## src/rtl/decode_ctrl_pipe.sv

```systemverilog
// decode_ctrl_pipe: per-cycle instruction decode into a registered ID/EX
// control bundle, with load-use bubble insertion, EX flush and sticky halt.
module decode_ctrl_pipe #(
  parameter int unsigned INSTR_W  = 16,
  parameter int unsigned REG_AW   = 4,
  parameter int unsigned LINK_REG = 15,
  parameter int unsigned LOAD_LAT = 1
) (
  input  logic               clk,
  input  logic               rst_n,
  input  logic [INSTR_W-1:0] instr_in,
  input  logic               instr_vld,
  input  logic               flush,
  output logic               id_stall,
  output logic               hlt,
  output logic               ex_vld,
  output logic               ex_rdEn1,
  output logic               ex_rdEn2,
  output logic               ex_wrRegEn,
  output logic [REG_AW-1:0]  ex_rdReg1,
  output logic [REG_AW-1:0]  ex_rdReg2,
  output logic [REG_AW-1:0]  ex_wrReg,
  output logic               ex_memRd,
  output logic               ex_memWr,
  output logic               ex_mem2reg,
  output logic               ex_sawBr,
  output logic               ex_sawJ,
  output logic               ex_aluSrc,
  output logic               ex_condZ,
  output logic [3:0]         ex_aluOp,
  output logic [3:0]         ex_shAmt
);

  localparam int unsigned OPC_W  = 4;
  localparam int unsigned SCNT_W = 3;

  // Opcode encodings shared with the rest of the core
  localparam logic [OPC_W-1:0] OP_ADD  = 4'h0;
  localparam logic [OPC_W-1:0] OP_ADDZ = 4'h1;
  localparam logic [OPC_W-1:0] OP_SUB  = 4'h2;
  localparam logic [OPC_W-1:0] OP_AND  = 4'h3;
  localparam logic [OPC_W-1:0] OP_NOR  = 4'h4;
  localparam logic [OPC_W-1:0] OP_SLL  = 4'h5;
  localparam logic [OPC_W-1:0] OP_SRL  = 4'h6;
  localparam logic [OPC_W-1:0] OP_SRA  = 4'h7;
  localparam logic [OPC_W-1:0] OP_LW   = 4'h8;
  localparam logic [OPC_W-1:0] OP_SW   = 4'h9;
  localparam logic [OPC_W-1:0] OP_LHB  = 4'hA;
  localparam logic [OPC_W-1:0] OP_LLB  = 4'hB;
  localparam logic [OPC_W-1:0] OP_B    = 4'hC;
  localparam logic [OPC_W-1:0] OP_JAL  = 4'hD;
  localparam logic [OPC_W-1:0] OP_JR   = 4'hE;
  localparam logic [OPC_W-1:0] OP_HLT  = 4'hF;

  // ALU operation encodings shared with the EX stage
  localparam logic [3:0] ALU_ADD = 4'h0;
  localparam logic [3:0] ALU_SUB = 4'h1;
  localparam logic [3:0] ALU_AND = 4'h2;
  localparam logic [3:0] ALU_NOR = 4'h3;
  localparam logic [3:0] ALU_SLL = 4'h4;
  localparam logic [3:0] ALU_SRL = 4'h5;
  localparam logic [3:0] ALU_SRA = 4'h6;
  localparam logic [3:0] ALU_LHB = 4'h7;
  localparam logic [3:0] ALU_NOP = 4'hF;

  localparam logic [REG_AW-1:0] LINK      = REG_AW'(LINK_REG);
  localparam logic [SCNT_W-1:0] SCNT_LOAD = SCNT_W'(LOAD_LAT - 1);

  typedef struct packed {
    logic              vld;
    logic              rd_en1;
    logic              rd_en2;
    logic              wr_en;
    logic [REG_AW-1:0] rd_reg1;
    logic [REG_AW-1:0] rd_reg2;
    logic [REG_AW-1:0] wr_reg;
    logic              mem_rd;
    logic              mem_wr;
    logic              mem2reg;
    logic              saw_br;
    logic              saw_j;
    logic              alu_src;
    logic              cond_z;
    logic [3:0]        alu_op;
    logic [3:0]        sh_amt;
  } ex_t;

  logic [OPC_W-1:0]  w_opc;
  logic [REG_AW-1:0] w_f_rd;
  logic [REG_AW-1:0] w_f_rs;
  logic [REG_AW-1:0] w_f_rt;
  logic [3:0]        w_sh;

  ex_t               w_dec;
  ex_t               w_bubble;
  ex_t               w_nxt_ex;
  ex_t               r_ex;
  logic [SCNT_W-1:0] w_nxt_scnt;
  logic [SCNT_W-1:0] r_scnt;
  logic              w_nxt_hlt;
  logic              r_hlt;
  logic              w_src1_hit;
  logic              w_src2_hit;
  logic              w_haz;
  logic              w_busy;

  assign w_opc  = instr_in[INSTR_W-1 -: OPC_W];
  assign w_f_rd = instr_in[3*REG_AW-1 -: REG_AW];
  assign w_f_rs = instr_in[2*REG_AW-1 -: REG_AW];
  assign w_f_rt = instr_in[REG_AW-1:0];
  assign w_sh   = instr_in[3:0];

  // Empty EX slot: nothing valid, nothing enabled, ALU idle
  always_comb begin
    w_bubble        = '0;
    w_bubble.alu_op = ALU_NOP;
  end

  // Combinational decode of the instruction currently in ID
  always_comb begin
    w_dec         = '0;
    w_dec.vld     = 1'b1;
    w_dec.rd_en1  = 1'b1;
    w_dec.wr_en   = 1'b1;
    w_dec.rd_reg1 = w_f_rs;
    w_dec.rd_reg2 = w_f_rt;
    w_dec.wr_reg  = w_f_rd;
    w_dec.alu_op  = ALU_NOP;
    w_dec.sh_amt  = w_sh;
    case (w_opc)
      OP_ADD:  begin w_dec.rd_en2 = 1'b1; w_dec.alu_op = ALU_ADD; end
      OP_ADDZ: begin
        w_dec.rd_en2 = 1'b1;
        w_dec.alu_op = ALU_ADD;
        w_dec.cond_z = 1'b1;
      end
      OP_SUB:  begin w_dec.rd_en2 = 1'b1; w_dec.alu_op = ALU_SUB; end
      OP_AND:  begin w_dec.rd_en2 = 1'b1; w_dec.alu_op = ALU_AND; end
      OP_NOR:  begin w_dec.rd_en2 = 1'b1; w_dec.alu_op = ALU_NOR; end
      OP_SLL:  w_dec.alu_op = ALU_SLL;
      OP_SRL:  w_dec.alu_op = ALU_SRL;
      OP_SRA:  w_dec.alu_op = ALU_SRA;
      OP_LW:   begin w_dec.mem_rd = 1'b1; w_dec.alu_op = ALU_ADD; end
      OP_SW:   begin
        w_dec.wr_en   = 1'b0;
        w_dec.mem_wr  = 1'b1;
        w_dec.rd_reg2 = w_f_rd;
        w_dec.alu_op  = ALU_ADD;
      end
      OP_LHB:  begin w_dec.rd_reg1 = w_f_rd; w_dec.alu_op = ALU_LHB; end
      OP_LLB:  begin w_dec.rd_reg1 = '0; w_dec.alu_op = ALU_ADD; end
      OP_B:    begin
        w_dec.rd_en1 = 1'b0;
        w_dec.wr_en  = 1'b0;
        w_dec.saw_br = 1'b1;
      end
      OP_JAL:  begin
        w_dec.rd_en1 = 1'b0;
        w_dec.wr_reg = LINK;
        w_dec.saw_j  = 1'b1;
      end
      OP_JR:   begin
        w_dec.rd_en2  = 1'b1;
        w_dec.wr_en   = 1'b0;
        w_dec.rd_reg1 = LINK;
        w_dec.rd_reg2 = '0;
        w_dec.saw_j   = 1'b1;
        w_dec.alu_op  = ALU_ADD;
      end
      OP_HLT:  begin w_dec.rd_en1 = 1'b0; w_dec.wr_en = 1'b0; end
      default: ;
    endcase
    w_dec.mem2reg = w_dec.mem_rd;
    // LLB and SW already have rd_en2 low, so the immediate path follows rd_en2
    w_dec.alu_src = w_dec.rd_en2;
  end

  // Load in EX whose destination is a source of the instruction in ID.
  // The SW store-data register is a real source even though rd_en2 is low.
  assign w_src1_hit = w_dec.rd_en1 & (w_dec.rd_reg1 == r_ex.wr_reg);
  assign w_src2_hit = (w_dec.rd_en2 | w_dec.mem_wr) & (w_dec.rd_reg2 == r_ex.wr_reg);
  assign w_haz      = r_ex.vld & r_ex.mem_rd & (r_ex.wr_reg != '0) & instr_vld
                    & (w_src1_hit | w_src2_hit);
  assign w_busy     = w_haz | (r_scnt != '0);

  // A flush kills the held instruction, so it overrides a stall but never a halt
  assign id_stall = (w_busy | r_hlt) & (~flush | r_hlt);

  // Next EX bundle, stall counter and halt flag: halt > flush > stall > normal
  always_comb begin
    w_nxt_ex   = w_bubble;
    w_nxt_scnt = r_scnt;
    w_nxt_hlt  = r_hlt;
    if (r_hlt) begin
      w_nxt_ex = w_bubble;
    end else if (flush) begin
      w_nxt_scnt = '0;
    end else if (w_busy) begin
      if (r_scnt != '0) begin
        w_nxt_scnt = r_scnt - SCNT_W'(1);
      end else begin
        w_nxt_scnt = SCNT_LOAD;
      end
    end else if (instr_vld) begin
      w_nxt_ex  = w_dec;
      w_nxt_hlt = (w_opc == OP_HLT);
    end
  end

  // ID/EX pipeline register, stall counter and sticky halt
  always_ff @(posedge clk) begin
    if (!rst_n) begin
      r_ex   <= w_bubble;
      r_scnt <= '0;
      r_hlt  <= 1'b0;
    end else begin
      r_ex   <= w_nxt_ex;
      r_scnt <= w_nxt_scnt;
      r_hlt  <= w_nxt_hlt;
    end
  end

  assign hlt        = r_hlt;
  assign ex_vld     = r_ex.vld;
  assign ex_rdEn1   = r_ex.rd_en1;
  assign ex_rdEn2   = r_ex.rd_en2;
  assign ex_wrRegEn = r_ex.wr_en;
  assign ex_rdReg1  = r_ex.rd_reg1;
  assign ex_rdReg2  = r_ex.rd_reg2;
  assign ex_wrReg   = r_ex.wr_reg;
  assign ex_memRd   = r_ex.mem_rd;
  assign ex_memWr   = r_ex.mem_wr;
  assign ex_mem2reg = r_ex.mem2reg;
  assign ex_sawBr   = r_ex.saw_br;
  assign ex_sawJ    = r_ex.saw_j;
  assign ex_aluSrc  = r_ex.alu_src;
  assign ex_condZ   = r_ex.cond_z;
  assign ex_aluOp   = r_ex.alu_op;
  assign ex_shAmt   = r_ex.sh_amt;

endmodule

```

## config.mk

```make
export PLATFORM = sky130hd
export DESIGN_NAME = decode_ctrl_pipe
export DESIGN_NICKNAME = d
export VERILOG_FILES = /design/src/rtl/decode_ctrl_pipe.sv
export SDC_FILE = /design/constraint.sdc
export NUM_CORES = 1
export LEC_CHECK = 0
export CORE_UTILIZATION = 45
export CTS_CLUSTER_DIAMETER = 40
export DETAILED_ROUTE_END_ITERATION = 7
export PLACE_DENSITY = 0.79
export SYNTH_ARGS = -nofsm -noshare
export SYNTH_HDL_FRONTEND = slang
export SYNTH_SLANG_ARGS = --single-unit
```

## constraint.sdc

```tcl
create_clock -name clk -period 5.8 [get_ports clk]
set_clock_uncertainty 0.15 [all_clocks]
set_input_delay 1.74 -clock clk [delete_from_list [all_inputs] [get_ports clk]]
set_output_delay 1.74 -clock clk [all_outputs]
set_load 0.005 [all_outputs]
```

==> results of run 1 <==
[routing by layer]
layer / global-route usage / vias up / wire length (um)
li1: - / 819 / -
met1: 0.301 / 726 / 1930
met2: 0.412 / 76 / 2110
met3: 0.0588 / 9 / 253
met4: 0.0889 / 0 / 72
met5: 0 / - / 0
[Yosys cell counts, types with 3 or more instances]
library cell	number
dfxtp_1	33
o21ai_0	4
xnor2_1	3
a21oi_1	13
nor4_1	3
nor2_1	36
nor3_1	6
and3_1	5
clkbuf_1	3
nor2b_1	3
buf_4	3
buf_6	3
nand2_1	9
nand3b_1	3
a211oi_1	3
inv_1	7
[through the flow]
step           total power, W  setup slack, ns  instance area (um^2)
2_1_floorplan        0.000296            0.530                  1590
3_3_place_gp         0.000350           -0.336                  2340
3_5_place_dp         0.000352           -0.459                  2340
4_1_cts              0.000473           0.0850                  2470
5_1_grt              0.000495          0.00690                  2470
6_report             0.000473           0.0846                  2470
[report_power, final]
group	leakage, nW	switching [W]	total (W)	internal (W)
Clock	0.0265	0.0000719	0.000120	0.0000482
Combinational	0.774	0.0000500	0.000113	0.0000627
Sequential	0.268	0.00000523	0.000240	0.000235
Total	1.07	0.000127	0.000473	0.000345
[final timing paths]
path / from / to / slack [ns] / depth (start not counted)
worst max-delay path: instr_in[13] / id_stall / 0.08 / 9
worst min register to register: r_scnt[1] / r_scnt[1] / 0.41 / 2
worst max register to register: ex_wrReg[3] / ex_aluOp[3] / 3.57 / 7
worst min-delay path: r_scnt[1] / r_scnt[1] / 0.41 / 2
[logic make-up (layout without fill, tap and decap cells)]
family / count (synthesis) / after routing / synth area share
AOI/OAI and AO/OA: 40 / 40 / 0.183
xor gates and xnor gates: 3 / 3 / 0.0165
adders and majority gates: 2 / 2 / 0.0157
buffers and inverters: 18 / 110 / 0.0651
DFF: 33 / 33 / 0.414
muxes: 4 / 4 / 0.0267
and+or+nand+nor: 81 / 81 / 0.279
[final cells by class]
class / instances / area [um^2] / area share
Multi-Input combinational cell: 130 / 837 / 0.339
Timing Repair Buffer: 95 / 836 / 0.339
Sequential cell: 33 / 661 / 0.268
Tap cell: 46 / 57.6 / 0.0233
Clock buffer: 8 / 48.8 / 0.0198
Inverter: 7 / 26.3 / 0.0107
[flip-flops by register name, summed over array words and instances, names as in the netlist]
register and cells:
ex_aluOp 4, ex_rdReg1 4, ex_rdReg2 4, ex_shAmt 4, ex_wrReg 4, r_scnt 3
ex_aluSrc 1, ex_condZ 1, ex_mem2reg 1, ex_memWr 1, ex_rdEn1 1, ex_sawBr 1
ex_sawJ 1, ex_vld 1, ex_wrRegEn 1, hlt 1
[worst max-delay path, stage by stage]
cell and delay (ns):
dlygate4sd2_1 0.32, or4b_4 0.55, a21oi_2 0.17, nor3_1 0.08
a211oi_2 0.28, nand4b_4 0.14, and2_4 0.18, o21bai_1 0.11
dlygate4sd2_1 0.24
[timing repair]
action / in CTS / in global routing
setup buffers: 10 / 0
pin swaps: 2 / 1
gates resized for setup: 8 / 0
gates cloned: 0 / 0
setup endpoints to repair: 1 / 1
==> impl_results.rst, run 1 <==
.. list-table::
   :header-rows: 1

   * - Metric
     - Value
   * - Initial Util
     - 0.474
   * - Required time at the worst-slack endpoint
     - between 3 and 4 ns
   * - Hold violation total from the final report
     - 0
   * - Worst min-delay path category
     - register to register
   * - Pin count of the biggest net entering global routing
     - 26
   * - DRC violation total after the first TritonRoute iteration
     - between 80 and 90
   * - Syn Area/Cell
     - 8.81 um^2
   * - Number of levels in the clock H-tree
     - 2
   * - Number of enable-type register cells in the synthesized netlist
     - 0
   * - Die footprint
     - 3780 um^2
   * - Number of max-cap violations
     - 0
   * - Cell type contributing the most total cell area after synthesis
     - dfxtp_1
   * - IO Count
     - 53
   * - Synthesized area
     - 1590 um^2
   * - Largest vdd supply drop
     - approximately 0.14 mV
   * - GR Util All Layers
     - 0.244
   * - Number of antenna violations at the first check in global routing
     - 0
   * - Setup TNS
     - 0 ns
   * - Critical path endpoint category
     - primary output
   * - DRC
     - 0
   * - Fraction of post-synthesis cell area in the top cell type by area
     - 0.414
   * - Run status
     - complete, no violations
   * - Transition time at the pin with the least slew margin
     - between 0.3 and 0.4 ns
   * - Period Utilization, post-route
     - 0.985
   * - Number of buffers inserted by hold repair at cts
     - 0
   * - Non-filler instance count after layout
     - 319
   * - Rel. slew slack
     - 0.762
   * - Minimum clock period after layout
     - approximately 5.7 ns
   * - Critical path arrival
     - 3.83 ns
   * - Utilization after layout
     - 0.733
   * - Number of antenna repair diodes
     - 0
   * - Count of standard-cell rows
     - 21
   * - Register area share after synthesis
     - 0.414
   * - Most common cell after layout, fill and taps aside
     - clkdlybuf4s50_1
   * - Number of unique standard cell types used by synthesis
     - 46
   * - Top area cells in the synthesized netlist
     - dfxtp_1, nor2_1, a21oi_1, nand2_1, buf_6
   * - Leakage Power
     - 1.07 nW
   * - Register clock-pin slew on the reported worst setup and hold paths
     - roughly 0.080 ns
   * - Number of storage elements in the synthesis netlist
     - 33
   * - Final setup violation count
     - 0
   * - Total global routing overflow
     - 0
   * - Total CTS buffers
     - 5
   * - Most frequent cells in the layout
     - clkdlybuf4s50_1, buf_4, nor2_1
   * - Y dimension of the die
     - 61.5 um
   * - Clk_lat worst skew
     - 0.34 ns
   * - Post-Syn Nets
     - 203
   * - Fillcell total
     - ~290
   * - Max-slew violation count
     - 0
   * - Power density normalized to cell area
     - about 190 nW/um^2
   * - Critical Path Fanout Max
     - 7
   * - Setup repair after global routing missed its margin
     - no
   * - Fraction of registers with async set or reset after synthesis
     - 0
   * - Vias after detailed routing
     - 1630
   * - Kind of launch point of the worst setup path
     - primary input
   * - Upper clock frequency limit
     - 175 MHz
   * - Primary FF master, synth
     - dfxtp_1
   * - Wire length reported by the detailed router
     - approximately 4400 um
   * - Routed length per instance
     - 13.7 um
   * - Post-route antenna net violation count
     - 0
   * - Count of mapped cells out of synthesis
     - about 180
   * - Share of final-layout standard cells stronger than drive strength 1
     - 0.234
   * - Die boundary width
     - 61.5 um
   * - Number of clock sinks
     - 33
   * - Number of nets in the final layout
     - 294
   * - Core region area
     - between 3000 and 4000 um^2
   * - Maximum buffer depth of the clock tree
     - 2
   * - Routability-driven placement congestion ratio
     - 0.850
   * - Placed cell count
     - roughly 300
   * - Final hold slack
     - 0.405 ns
   * - Syn. warnings
     - 0
   * - CTS tree
     - done
   * - Port bufs
     - 52
   * - Root buffer cell
     - clkbuf_4
   * - Sum of net half-perimeters after detailed placement
     - 3080 um
   * - Wire length of the first global-routing pass
     - 6660 um
   * - Classification of the worst setup path
     - primary input to primary output
   * - Vias in the first global route
     - 1474
   * - Vias/cell
     - 5.11
   * - Number of detailed-route iterations in the first pass
     - 5
   * - Area grow syn2layout
     - 54.7%
(Power assumes the default switching activity.)
==> inputs of run 2 (changes only) <==
Settings changed: PLACE_DENSITY 0.79 to 0.84.
==> impl_results.rst, run 2 (synthesis results as in run 1) <==
.. list-table::
   :header-rows: 1

   * - Metric
     - Value
   * - Run status
     - complete, no violations
   * - DRC
     - 0
   * - Critical path arrival
     - between 3 and 4 ns
   * - Die footprint
     - 3780 um^2
   * - Classification of the worst setup path
     - primary input to primary output
   * - Crit-path leading delay family
     - simple AND/OR/NAND/NOR gates
   * - Minimum clock period after layout
     - between 5 and 6 ns
   * - Number of antenna repair diodes
     - 0
   * - Number of max-cap violations
     - 0
   * - Total CTS buffers
     - 5
   * - Routability-driven placement congestion ratio
     - 0.848
   * - Number of nets in the final layout
     - approximately 280
   * - Rel. slew slack
     - 0.751
   * - Hold violation total from the final report
     - 0
   * - Wire length of the first global-routing pass
     - between 6000 and 7000 um
   * - Clk_lat worst skew
     - 0.33 ns
   * - Sum of net half-perimeters after detailed placement
     - approximately 3000 um
   * - Transition time at the pin with the least slew margin
     - around 0.37 ns
   * - Power density normalized to cell area
     - between 200 and 250 nW/um^2
   * - Most frequent cells in the layout
     - clkdlybuf4s50_1, nor2_1, dfxtp_1, buf_4, a21oi_1
   * - Core region area
     - 3360 um^2
   * - Register clock-pin slew on the reported worst setup and hold paths
     - 0.10 ns
   * - Global routing usage on met3
     - 0.0588
   * - Die boundary width
     - 61.5 um
   * - Peak-usage layer in the global routing report
     - met2
   * - IO Count
     - 53
   * - Delay of the slowest critical-path stage
     - 0.52 ns
   * - Number of clock sinks
     - 33
   * - Total global routing overflow
     - 0
   * - CTS tree
     - done
   * - Number of antenna violations at the first check in global routing
     - 0
   * - Post-route antenna net violation count
     - 0
   * - Pre-CTS worst setup slack
     - -0.369 ns
   * - Required time at the worst-slack endpoint
     - 3.91 ns
   * - Maximum buffer depth of the clock tree
     - 2
   * - Max-slew violation count
     - 0
   * - Number of detailed-route iterations in the first pass
     - 4
   * - Leakage Power
     - 1.03 nW
   * - Count of standard-cell rows
     - 21
   * - DRC violation total after the first TritonRoute iteration
     - 36
   * - Number of levels in the clock H-tree
     - 2
   * - Final setup violation count
     - 0
   * - Most common cell after layout, fill and taps aside
     - clkdlybuf4s50_1
   * - Final hold slack
     - 0.413 ns
   * - Initial Util
     - 0.474
   * - Period Utilization, post-route
     - 0.962
   * - Critical Path Fanout Max
     - 2
   * - Crit path buf inv count
     - 2
   * - Upper clock frequency limit
     - roughly 180 MHz
   * - Share of final-layout standard cells stronger than drive strength 1
     - 0.221
   * - Critical-path top delay cell
     - or4b_4
   * - Largest vdd supply drop
     - 0.108 mV
   * - Routed length per instance
     - 12.7 um
   * - Met2 Resource Use GR
     - 0.359
   * - Port bufs
     - 52
   * - Critical path endpoint category
     - primary output
   * - Area grow syn2layout
     - 51.6%
   * - Wire length reported by the detailed router
     - slightly below 4000 um
   * - Vias after detailed routing
     - about 1600
   * - Y dimension of the die
     - about 62 um
   * - GR Util All Layers
     - 0.229
   * - Root buffer cell
     - clkbuf_4
   * - Kind of launch point of the worst setup path
     - primary input
   * - Vias in the first global route
     - 1451
   * - Setup repair after global routing missed its margin
     - no
   * - Pin count of the biggest net entering global routing
     - 26
   * - Worst min-delay path category
     - register to register
   * - Vias/cell
     - 5.23
   * - Setup TNS
     - 0 ns
   * - Routing usage on met1
     - 0.296
   * - Cells traversed along the worst timing path
     - clkdlybuf4s50_1, or4b_4, a21oi_4, nor3_1, a211oi_2, nand4b_4, and2_4, o21bai_1, clkbuf_2
   * - Worst-case setup margin in the final layout
     - about 0.22 ns
run 2: changes by cell type in the layout (fill, tap and decap cells not counted), moves of 2 or more:
cell / before / now
clkbuf_8: 0 / 2
buf_4: 43 / 33
clkbuf_1: 3 / 0
dlygate4sd2_1: 6 / 4
run 2: timing repair:
| action | in CTS | in global routing |
|---|---|---|
| pin swaps | 4 | 1 |
| setup endpoints to repair | 1 | 1 |
| setup buffers | 2 | 0 |
| resized for setup | 7 | 3 |
| hold buffers | 0 | 0 |
run 2: cell type report:
type / instances / area [um^2]
Clock buffer: 7 / 65.1
Multi-Input combinational cell: 130 / 845
Clock inverter: 1 / 5.00
Inverter: 7 / 26.3
Sequential cell: 33 / 661
Tap cell: 46 / 57.6
Fill cell: 277 / 946
Timing Repair Buffer: 85 / 758
run 2: worst min-delay path: stages (launching register included):
cell	delay, ns
dfxtp_1	0.36
nand2_1	0.08
a31oi_1	0.08
run 2: power by group:
part | total [W] | leakage [nW] | internal, W | switching (W)
combinational | 0.000106 | 0.717 | 0.0000595 | 0.0000468
clock | 0.000144 | 0.0413 | 0.0000702 | 0.0000740
sequential | 0.000240 | 0.268 | 0.000235 | 0.00000536
run 2: worst paths after layout:
path / from / to / slack (ns) / depth (start not counted)
setup / recovery: instr_in[9] / id_stall / 0.22 / 9
hold / removal: r_scnt[2] / r_scnt[2] / 0.41 / 2
setup reg to reg: ex_wrReg[1] / ex_aluOp[3] / 3.50 / 8
hold reg to reg: r_scnt[2] / r_scnt[2] / 0.41 / 2
run 2: stage by stage:
step | utilization | power (W) | instances | instance area [um^2]
2_1_floorplan | - | 0.000296 | 181 | 1590
3_3_place_gp | 0.692 | 0.000348 | 299 | 2330
3_5_place_dp | 0.692 | 0.000350 | 299 | 2330
4_1_cts | 0.718 | 0.000492 | 309 | 2410
5_1_grt | 0.719 | 0.000519 | 309 | 2420
6_report | 0.719 | 0.000490 | 309 | 2420
run 2: per-layer routing:
layer	share of wire	up-vias	wire length, um
met5	0	-	0
met4	0.020	0	80
met3	0.055	7	218
met2	0.48	58	1890
met1	0.44	753	1750
li1	-	799	-
==> inputs of run 3 (changes only) <==
Settings changed: CORE_MARGIN set to 4.
==> impl_results.rst, run 3 (synthesis results as in run 1) <==
.. list-table::
   :header-rows: 1

   * - Metric
     - Value
   * - Critical path arrival
     - 3.75 ns
   * - CTS tree
     - done
   * - Die boundary width
     - roughly 68 um
   * - Power density normalized to cell area
     - 198 nW/um^2
   * - Routed length per instance
     - 13.0 um
   * - Transition time at the pin with the least slew margin
     - 0.353 ns
   * - Hold violation total from the final report
     - 0
   * - Rel. slew slack
     - 0.764
   * - Total setup buffers inserted after CTS
     - 0
   * - Port bufs
     - 52
   * - Number of levels in the clock H-tree
     - 2
   * - Worst min-delay path category
     - register to register
   * - Share of final-layout standard cells stronger than drive strength 1
     - 0.208
   * - Most frequent cells in the layout
     - clkdlybuf4s50_1, nor2_1, dfxtp_1
   * - Number of nets in the final layout
     - ~280
   * - Maximum buffer depth of the clock tree
     - 2
   * - Pin count of the biggest net entering global routing
     - 26
   * - Setup TNS
     - 0 ns
   * - Max-slew violation count
     - 0
   * - Final setup violation count
     - 0
   * - Number of antenna repair diodes
     - 0
   * - Post-route antenna net violation count
     - 0
   * - Number of clock sinks
     - 33
   * - Area grow syn2layout
     - 49.5%
   * - Vias after detailed routing
     - around 1600
   * - Clk_lat worst skew
     - 0.33 ns
   * - Required time at the worst-slack endpoint
     - 3.91 ns
   * - Period Utilization, post-route
     - 0.972
   * - Leakage Power
     - 1.02 nW
   * - Number of antenna violations at the first check in global routing
     - 0
   * - Worst setup slack for register-to-register paths
     - 3.56 ns
   * - Count of standard-cell rows
     - 21
   * - Upper clock frequency limit
     - 177 MHz
   * - Largest vdd supply drop
     - 0.104 mV
   * - Vias in the first global route
     - 1463
   * - Total global routing overflow
     - 0
   * - Kind of launch point of the worst setup path
     - primary input
   * - Y dimension of the die
     - 67.5 um
   * - GR Util All Layers
     - 0.190
   * - Core region area
     - around 3400 um^2
   * - Run status
     - complete, no violations
   * - Number of detailed-route iterations in the first pass
     - 4
   * - Sum of net half-perimeters after detailed placement
     - 3150 um
   * - DRC
     - 0
   * - DRC violation total after the first TritonRoute iteration
     - 101
   * - Vias/cell
     - 5.14
   * - Register clock-pin slew on the reported worst setup and hold paths
     - 0.09 ns
   * - Root buffer cell
     - clkbuf_4
   * - Number of max-cap violations
     - 0
   * - Total CTS buffers
     - 5
   * - Wire length of the first global-routing pass
     - ~6600 um
   * - Critical path endpoint category
     - primary output
   * - Minimum clock period after layout
     - 5.64 ns
   * - IO Count
     - 53
   * - Number of buffers inserted by hold repair at cts
     - 0
   * - Initial Util
     - 0.470
   * - Critical Path Fanout Max
     - 2
   * - Wire length reported by the detailed router
     - 3970 um
   * - Die footprint
     - 4560 um^2
   * - Routability-driven placement congestion ratio
     - 0.880
   * - Classification of the worst setup path
     - primary input to primary output
   * - Final hold slack
     - about 0.4 ns
   * - Setup repair after global routing missed its margin
     - no
   * - Most common cell after layout, fill and taps aside
     - clkdlybuf4s50_1
## run 3: changes by cell type in the layout (fill, tap and decap cells not counted), sizes merged
cell and delta:
buf -3, clkinv -1, dlymetal6s2s +2, dlygate4sd2 -2
## run 3: cell type report
type / instances / area [um^2]
Sequential cell: 33 / 661
Timing Repair Buffer: 82 / 743
Fill cell: 267 / 1010
Inverter: 7 / 26.3
Tap cell: 46 / 57.6
Clock buffer: 7 / 55.1
Multi-Input combinational cell: 130 / 841
## run 3: metal layers
metal	global-route usage	wire length (um)
met1	0.244	1850
met5	0	0
met2	0.303	1750
met3	0.0549	306
met4	0.0633	69
## run 3: final timing paths
path                     from           to  cells past startpoint
hold reg to reg     r_scnt[2]    r_scnt[2]                      2
setup / recovery  instr_in[9]     id_stall                      9
setup reg to reg  ex_wrReg[3]  ex_aluOp[3]                      7
hold / removal      r_scnt[2]    r_scnt[2]                      2
## run 3: power breakdown
| group | leakage (nW) | total [W] | internal (W) | switching (W) |
|---|---|---|---|---|
| logic | 0.718 | 0.000106 | 0.0000588 | 0.0000468 |
| clock network | 0.0314 | 0.000126 | 0.0000572 | 0.0000685 |
| registers | 0.268 | 0.000240 | 0.000234 | 0.00000508 |
| total | 1.02 | 0.000471 | 0.000351 | 0.000120 |
## run 3: critical path, stage by stage
cell and delay, ns:
clkdlybuf4s50_1 0.42, or4b_4 0.50, a21oi_2 0.18, nor3_1 0.08, a211oi_2 0.28, nand4b_4 0.13
and2_4 0.18, o21bai_1 0.11, clkbuf_2 0.13
## run 3: per-stage QoR
stage	total power, W	cells	setup slack (ns)	area [um^2]	utilization
after global placement	0.000348	298	-0.326	2320	0.684
final	0.000471	305	0.163	2380	0.703
after CTS	0.000476	305	0.00240	2380	0.702
after global routing	0.000498	305	0.0909	2380	0.703
after floorplan	0.000296	181	0.530	1590	-
after detailed placement	0.000350	298	-0.377	2320	0.684
## run 3: repair_timing
| action | CTS | global route |
|---|---|---|
| hold endpoints to repair | 0 | 0 |
| pin swaps | 3 | 2 |
| gates resized for setup | 6 | 5 |
| setup endpoints to repair | 1 | 1 |
